### config.mk
export PLATFORM = sky130hd
export DESIGN_NAME = nabp_shift_accumulator
export DESIGN_NICKNAME = d
export VERILOG_FILES = /design/src/rtl/nabp_shift_accumulator_pkg.sv /design/src/rtl/nabp_shift_accumulator_lut.sv /design/src/rtl/nabp_shift_accumulator.sv
export SDC_FILE = /design/constraint.sdc
export NUM_CORES = 1
export LEC_CHECK = 0
export CORE_ASPECT_RATIO = 0.7
export CORE_UTILIZATION = 32
export CTS_BUF_LIST = sky130_fd_sc_hd__clkbuf_4 sky130_fd_sc_hd__clkbuf_8
export CTS_CLUSTER_SIZE = 28
export DETAILED_ROUTE_END_ITERATION = 8
export GPL_TIMING_DRIVEN = 1
export SYNTH_ARGS = -nofsm -noshare
export SYNTH_HDL_FRONTEND = slang
export SYNTH_SLANG_ARGS = --single-unit
### constraint.sdc
create_clock -name clk -period 2.12 [get_ports clk]
set_input_delay 0.318 -clock clk [delete_from_list [all_inputs] [get_ports clk]]
set_output_delay 0.318 -clock clk [all_outputs]
set_load 0.02 [all_outputs]
### src/rtl/nabp_shift_accumulator_pkg.sv
// Shared NABP configuration for the shift accumulator slice.
// Default geometry, FSM encoding and output width helper.
package nabp_shift_accumulator_pkg;

  localparam int kDefAngleLength = 9;
  localparam int kDefAccuWidth   = 16;
  localparam int kDefAccuFrac    = 8;
  localparam int kDefNumLines    = 256;

  typedef enum logic [1:0] {
    IDLE    = 2'd0,
    LOOKUP  = 2'd1,
    CAPTURE = 2'd2,
    STREAM  = 2'd3
  } state_t;

  function automatic int shift_width(
    input int accu_w,
    input int accu_f,
    input int lines
  );
    return accu_w - accu_f + $clog2(lines);
  endfunction

endpackage

### src/rtl/nabp_shift_accumulator_lut.sv
// Registered shifter LUT: per-angle slope, one cycle after angle.
// Angle code maps linearly onto a slope in [-1.0, 1.0).
module nabp_shift_accumulator_lut #(
  parameter int kAngleLength = 9,
  parameter int kAccuWidth   = 16,
  parameter int kAccuFrac    = 8
) (
  input  logic                         clk,
  input  logic                         reset_n,
  input  logic [kAngleLength-1:0]      angle,
  output logic signed [kAccuWidth-1:0] base
);

  localparam int kUp = kAccuFrac - (kAngleLength - 1);

  logic signed [31:0] centered;
  logic signed [31:0] scaled;

  assign centered = $signed({{(32-kAngleLength){1'b0}}, angle})
                  - (32'sd1 <<< (kAngleLength - 1));

  if (kUp >= 0) begin : g_up
    assign scaled = centered <<< kUp;
  end else begin : g_dn
    assign scaled = centered >>> (-kUp);
  end

  always_ff @(posedge clk or negedge reset_n) begin
    if (!reset_n) begin
      base <= '0;
    end else begin
      base <= kAccuWidth'(scaled);
    end
  end

endmodule

### src/rtl/nabp_shift_accumulator.sv
// NABP shift accumulator: one angle in, kNumLines rounded
// integer shifts out over a valid/ready stream.
module nabp_shift_accumulator
  import nabp_shift_accumulator_pkg::*;
#(
  parameter int kAngleLength = kDefAngleLength,
  parameter int kAccuWidth   = kDefAccuWidth,
  parameter int kAccuFrac    = kDefAccuFrac,
  parameter int kNumLines    = kDefNumLines,
  parameter bit kUseLut      = 1'b0
) (
  input  logic                         clk,
  input  logic                         reset_n,
  input  logic                         start_valid,
  input  logic [kAngleLength-1:0]      start_angle,
  output logic                         start_ready,
  output logic [kAngleLength-1:0]      sh_angle,
  input  logic signed [kAccuWidth-1:0] sh_accu_base,
  output logic                         shift_valid,
  input  logic                         shift_ready,
  output logic signed [shift_width(kAccuWidth, kAccuFrac, kNumLines)-1:0]
                                       shift_value,
  output logic                         shift_last,
  output logic                         busy
);

  localparam int kLog  = $clog2(kNumLines);
  localparam int kCntW = (kLog > 0) ? kLog : 1;
  localparam int kAccW = kAccuWidth + kLog + 1;
  localparam int kShW  = shift_width(kAccuWidth, kAccuFrac, kNumLines);

  localparam logic signed [kAccW-1:0] kHalf =
    kAccW'(1) << (kAccuFrac - 1);
  localparam logic [kCntW-1:0] kLastCnt = kCntW'(kNumLines - 1);

  state_t                     state;
  logic signed [kAccW-1:0]    acc;
  logic signed [kAccW-1:0]    base;
  logic [kCntW-1:0]           cnt;
  logic signed [kAccuWidth-1:0] lut_base;
  logic signed [kAccuWidth-1:0] src;

  nabp_shift_accumulator_lut #(
    .kAngleLength (kAngleLength),
    .kAccuWidth   (kAccuWidth),
    .kAccuFrac    (kAccuFrac)
  ) u_lut (
    .clk     (clk),
    .reset_n (reset_n),
    .angle   (sh_angle),
    .base    (lut_base)
  );

  // External port lets a stub LUT drive the base in standalone test
  assign src = kUseLut ? lut_base : sh_accu_base;

  assign shift_value = kShW'(acc >>> kAccuFrac);
  assign shift_last  = shift_valid && (cnt == kLastCnt);

  always_ff @(posedge clk or negedge reset_n) begin
    if (!reset_n) begin
      state       <= IDLE;
      sh_angle    <= '0;
      acc         <= '0;
      base        <= '0;
      cnt         <= '0;
      shift_valid <= 1'b0;
      busy        <= 1'b0;
      start_ready <= 1'b0;
    end else begin
      unique case (state)
        IDLE: begin
          start_ready <= 1'b1;
          if (start_valid && start_ready) begin
            sh_angle    <= start_angle;
            start_ready <= 1'b0;
            busy        <= 1'b1;
            state       <= LOOKUP;
          end
        end
        LOOKUP: begin
          state <= CAPTURE;
        end
        CAPTURE: begin
          base        <= kAccW'(src);
          acc         <= kHalf;
          cnt         <= '0;
          shift_valid <= 1'b1;
          state       <= STREAM;
        end
        STREAM: begin
          if (shift_ready) begin
            acc <= acc + base;
            cnt <= cnt + kCntW'(1);
            if (shift_last) begin
              shift_valid <= 1'b0;
              busy        <= 1'b0;
              start_ready <= 1'b1;
              state       <= IDLE;
            end
          end
        end
      endcase
    end
  end

endmodule

==> results by group, run 1 <==
Global route
  • Initial antenna violation count: 0
  • Vias in the first global route: 3,095
  • Largest net degree at the start of global routing: 63
  • First-pass GRT wire length: 15.4 mm
  • Total grt overflow: 0
  • Total GRT Usage: 0.160

Yosys
  • Yosys cell types: 47
  • Syn Area/Cell: 9.72 um^2
  • Synth top cells by count: 62 x dfrtp_1, 46 x nand2_1, 27 x ha_1, 26 x o21ai_0, 24 x mux2_2
  • Area leader, netlist: dfrtp_1
  • Syn Std Cell Area: 3770 um^2
  • Most common cell in the netlist: dfrtp_1
  • Cells after Synth: 388
  • Async S/R FF share, synth: 1.00
  • Post-synth EDFFs: 0
  • Share of the synthesized area in the top cell type: 0.411
  • Syn. warnings: 0
  • Synth area leaders: dfrtp_1 41%, ha_1 9.0%, mux2_2 7.2%
  • Syn Nets: 445
  • Sequential element share of the synthesized area: 0.411
  • Most used DFF post-synth: dfrtp_1
  • Yosys reg bits: 62

Setup path
  • CP Max Fanout: 3
  • Worst reg2reg setup slack: -0.01 ns
  • CP cell instances: ha_4, a211oi_4, o211ai_1, a21oi_2, a211oi_2, or3_1, and2_4, o211ai_2
  • CP Class: flop to flop
  • Worst Setup End Kind: flop
  • Worst path required time: 2.41 ns
  • Crit-path slowest cell: dfrtp_1
  • Critical Path AT: 2.42 ns
  • Worst setup SP type: flop
  • Crit-path max cell delay: 0.43 ns

CTS
  • TritonCTS buffer count: 9
  • H-tree depth: 3
  • CTS Buffer Depth: 2
  • Clock-pin slew on the worst setup and hold paths: 0.08 ns
  • CTS tree: done
  • Clock latency on the worst-skew pair: 0.36 ns
  • Sink Count: 62
  • Root buffer cell: clkbuf_8

Job
  • MaxCap Viol Count: 0

Place
  • Post-Place Cells: 615
  • Post-DP HPWL: 6.80 mm
  • DP Area: 4720 um^2
  • # port buffers: 57
  • GP Congestion: 0.867
  • Setup WS pre-CTS: -0.178 ns

Routing
  • Residual DRC count: 0
  • Aggregate routed wire length: 9.25 mm
  • Drt first pass iters: 4
  • Drt first-iter violations: 183
  • Total number of vias: 3,150
  • Via density per instance: 4.95
  • DR WL/cell: 14.5 um
  • DRT antenna net count: 0

Die
  • Die X: 132 um
  • Die area: 12,200 um^2
  • Initial Util: 0.335
  • CORE AREA: 11,300 um^2
  • FP Rows: 32
  • I/O pins: 58
  • Die H: 92.8 um

Layout
  • Final core occ: 0.456
  • Share of cells above drive strength 1: 0.271
  • Final Cell Area: 5130 um^2
  • Syn-to-layout area delta: 36.1%
  • ANT cells: 0
  • Fin cells: 636
  • Nets: 535

STA
  • RSZ-0062 raised after global routing: yes
  • Pins Over Slew Limit: 0
  • Final Hold Vio Count: 0
  • Worst Skew: 0.0120 ns
  • Tmin final: 2.13 ns
  • Least-Margin Pin Slew: 0.497 ns
  • F_max: 469 MHz
  • Slew headroom: 0.668
  • Setup WS post-layout: -0.0140 ns
  • Tcrit/Tclk final: 1.01
  • Setup violators final: 1

Power
  • Overall Power: 0.00937 W
  • Peak supply drop: 0.669 mV
  • Pwr Density: 1830 nW/um^2
  • Leakage power: 2.28 nW

Min path
  • Type of the most critical hold path: flop to flop

Run status
  • Status: finished with violations
  • Failing checks: setup timing
[cell type report]
| class | instances | area, um^2 |
|---|---|---|
| timing repair buffer | 111 | 985 |
| sequential | 62 | 1550 |
| clock buffer | 10 | 131 |
| tap | 153 | 191 |
| fill | 1069 | 6120 |
| clock inverter | 6 | 62.6 |
| inverter | 9 | 33.8 |
| multi-input combinational | 285 | 2170 |
[layout by cell type, fill, tap and decap left out, types with 6 or more instances in the layout]
master,n
a21o_1,13
a21oi_1,14
a21oi_2,11
and3_1,6
buf_4,52
clkbuf_8,9
clkdlybuf4s50_1,55
dfrtp_1,61
ha_1,21
inv_1,7
mux2_2,24
nand2_1,46
nand3_1,8
nand4_1,7
nor2_1,12
o21ai_0,22
o21ai_1,21
xnor2_1,10
xor2_1,14
[per-stage QoR]
step	hold slack [ns]	TNS [ns]
floorplan	0.0224	0
global placement	0.359	-0.320
detailed placement	0.364	-0.651
CTS	0.500	-0.0491
global route	0.519	-0.669
finish	0.494	-0.0140
[cells by family (layout without fill, tap and decap cells)]
logic type,Yosys count,in the layout,synth area share
adder cells (fa/ha/maj),28,28,0.0949
XOR/XNOR,24,24,0.0557
AND/OR/NAND/NOR,97,97,0.121
buffers and inverters,41,136,0.0584
flip-flops,62,62,0.411
AO/OA/AOI/OAI,112,112,0.187
multiplexers,24,24,0.0717
[sequential cells by signal (all words and copies together) (netlist names)]
register and count:
acc 24, base 16, sh_angle 9, cnt 8, state 2, busy 1, shift_valid 1, start_ready 1
[repair_timing]
item / CTS / global route
gates resized for setup: 15 / 25
hold endpoints to repair: 62 / 0
setup buffers: 0 / 4
endpoints found under the setup margin: 11 / 16
hold buffers: 1 / 0
pin swaps: 6 / 7
[layer usage]
layer  vias to the layer above  part of all wire  track usage
met5                         -                 0            0
met4                         0             0.012       0.0523
met3                        12             0.040       0.0405
met2                        57              0.44        0.249
met1                      1526              0.50        0.218
li1                       1555                 -            -
[critical path, delay by kind of cell (launching register included)]
family	cells	cell delay, ns
AO/OA/AOI/OAI	5	0.83
adder cells (fa/ha/maj)	1	0.27
AND/OR/NAND/NOR	2	0.56
flip-flops	1	0.43
[where the power goes]
part / total (W) / internal, W / switching (W)
sequential: 0.00212 / 0.00170 / 0.000418
clock: 0.00104 / 0.000551 / 0.000486
combinational: 0.00621 / 0.00310 / 0.00311
total: 0.00937 / 0.00536 / 0.00401
[worst paths after layout]
kind | to | start | cells past startpoint
setup / recovery | acc[23]$_DFFE_PN0P_ | acc[1]$_DFFE_PN0P_ | 8
hold / removal | acc[5]$_DFFE_PN0P_ | acc[5]$_DFFE_PN0P_ | 2
setup reg to reg | acc[23]$_DFFE_PN0P_ | acc[1]$_DFFE_PN0P_ | 8
hold reg to reg | acc[5]$_DFFE_PN0P_ | acc[5]$_DFFE_PN0P_ | 2
max in group asynchronous | base[15]$_DFFE_PN0P_ | reset_n | 3
min in group asynchronous | base[12]$_DFFE_PN0P_ | reset_n | 3
(Power assumes the default switching activity.)
==> inputs of run 2 (changes only) <==
CORE_UTILIZATION = 51   (was 32)
PLACE_DENSITY = 0.79   (was default)
==> results by group, run 2 (same netlist as run 1, synthesis figures left out) <==
Run status
  • Status: finished with violations
  • Failing checks: setup timing

Layout
  • Largest Register: acc
  • Most frequent cells in the layout: 61 x dfrtp_1, 55 x clkdlybuf4s50_1, 55 x buf_4
  • Multi-input logic area: 2210 um^2
  • Fin cells: 581
  • Final core occ: 0.738
  • Filler Cells Inserted: 496
  • Most common cell after layout, fill and taps aside: dfrtp_1
  • ANT cells: 0
  • FF+latch area: 1550 um^2
  • Share of cells above drive strength 1: 0.285
  • Nets: 539
  • Biggest regs: acc x24, base x16, sh_angle x9
  • Final Cell Area: 5120 um^2
  • Syn-to-layout area delta: 35.9%
  • Max reg flops: 24

Place
  • Post-Place Cells: 553
  • Post-DP HPWL: 6.74 mm
  • GP Congestion: 0.918
  • # port buffers: 57
  • DP Area: 4630 um^2

Routing
  • Residual DRC count: 0
  • Drt first-iter violations: 189
  • Aggregate routed wire length: 10.0 mm
  • Total number of vias: 3,333
  • Drt first pass iters: 5
  • DR WL/cell: 17.3 um
  • DRT antenna net count: 0
  • Via density per instance: 5.74

CTS
  • Clock-pin slew on the worst setup and hold paths: 0.07 ns
  • TritonCTS buffer count: 9
  • Root buffer cell: clkbuf_8
  • Sink Count: 62
  • H-tree depth: 3
  • CTS tree: done
  • CTS Buffer Depth: 2
  • Clock latency on the worst-skew pair: 0.35 ns

Global route
  • Largest net degree at the start of global routing: 42
  • Initial antenna violation count: 0
  • Total GRT Usage: 0.261
  • First-pass GRT wire length: 15.5 mm
  • Vias in the first global route: 3,204
  • Total grt overflow: 0

STA
  • Final Hold Vio Count: 0
  • Setup WS post-layout: -0.0481 ns
  • Tcrit/Tclk final: 1.02
  • RSZ-0062 raised after global routing: yes
  • F_max: 461 MHz
  • Tmin final: 2.17 ns
  • Worst Skew: 0.00768 ns
  • Setup violators final: 3
  • Pins Over Slew Limit: 0
  • Slew headroom: 0.649
  • Least-Margin Pin Slew: 0.526 ns

Die
  • Die area: 7750 um^2
  • CORE AREA: 6940 um^2
  • I/O pins: 58
  • Initial Util: 0.543
  • FP Rows: 25
  • Die H: 73.9 um
  • Die X: 105 um

Setup path
  • Most used cell, CP: o211ai_1
  • Worst setup path endpoint: acc[23]$_DFFE_PN0P_
  • FF-to-FF End: acc[23]$_DFFE_PN0P_
  • Worst Setup End Kind: flop
  • Crit-path max cell delay: 0.42 ns
  • Crit-path slowest cell: dfrtp_1
  • CP cell instances: ha_4, o211ai_1, o211ai_1, a21oi_2, a211oi_2, or3_1, and2_4, o211ai_2
  • Critical Path AT: 2.44 ns
  • Crit path from: acc[2]$_DFFE_PN0P_
  • Critical R2R Launch: acc[2]$_DFFE_PN0P_
  • CP Class: flop to flop
  • Worst path required time: 2.39 ns
  • Worst reg2reg setup slack: -0.05 ns
  • Worst setup SP type: flop
  • CP Max Fanout: 3
  • Register-to-Register Path Depth: 8

Job
  • MaxCap Viol Count: 0

Power
  • Leakage power: 2.30 nW
  • Pwr Density: 1900 nW/um^2
  • Peak supply drop: 0.914 mV

Min path
  • Type of the most critical hold path: primary input to async pin
run 2: changes by cell type in the layout (fill, tap and decap cells not counted), moves of 2 or more:
cell / change
buf_4: +3
o21ai_0: +3
ha_1: -3
ha_2: +2
o21ai_1: -4
run 2: metrics by stage:
stage / power, W / TNS [ns] / worst slack, ns / hold slack (ns)
final: 0.00972 / -0.0954 / -0.0481 / 0.472
after detailed placement: 0.00772 / -0.445 / -0.141 / 0.323
after global placement: 0.00753 / -0.0605 / -0.0305 / 0.323
after global routing: 0.0103 / -0.800 / -0.155 / 0.519
after floorplan: 0.00571 / 0 / 0.00536 / 0.0224
after CTS: 0.00908 / -0.0887 / -0.0503 / 0.479
run 2: how the worst min path moves through the flow:
| stage | end | slack (ns) | cells past startpoint | from |
|---|---|---|---|---|
| finish | acc[15]$_DFFE_PN0P_ | 0.47 | 2 | reset_n |
| CTS | acc[15]$_DFFE_PN0P_ | 0.48 | 2 | reset_n |
| floorplan | acc[0]$_DFFE_PN0P_ | 0.02 | 0 | reset_n |
| detailed placement | base[14]$_DFFE_PN0P_ | 0.32 | 1 | reset_n |
| global route | base[14]$_DFFE_PN0P_ | 0.52 | 2 | reset_n |
| global placement | base[13]$_DFFE_PN0P_ | 0.32 | 1 | reset_n |
run 2: cell type report:
type / count / share of cell area
sequential: 62 / 0.303
clock inverter: 6 / 0.0122
tap: 94 / 0.0229
timing repair buffer: 115 / 0.199
clock buffer: 10 / 0.0256
inverter: 9 / 0.00659
multi-input combinational: 285 / 0.431
run 2: per-layer routing:
metal | global-route usage | wire, um | up-vias | share of wire
li1 | - | - | 1563 | -
met1 | 0.345 | 4510 | 1610 | 0.45
met2 | 0.440 | 4700 | 135 | 0.47
met3 | 0.0613 | 657 | 25 | 0.066
met4 | 0.0736 | 158 | 0 | 0.016
met5 | 0 | 0 | - | 0
run 2: repair_timing:
| action | in CTS | in global routing |
|---|---|---|
| buffers inserted | 7 | 4 |
| pin swaps | 16 | 16 |
| hold endpoints to repair | 21 | 0 |
| endpoints found under the setup margin | 10 | 15 |
| hold buffers | 1 | 0 |
| gates resized for setup | 17 | 27 |
run 2: critical path: cells and delay by family (launching register included):
family          cells  cell delay [ns]
simple gates        2             0.57
compound gates      5             0.85
fa+ha+maj           1             0.26
flops               1             0.42
run 2: where the power goes:
part	internal, W	switching, W
Sequential	0.00170	0.000454
Clock	0.000551	0.000484
Combinational	0.00321	0.00331
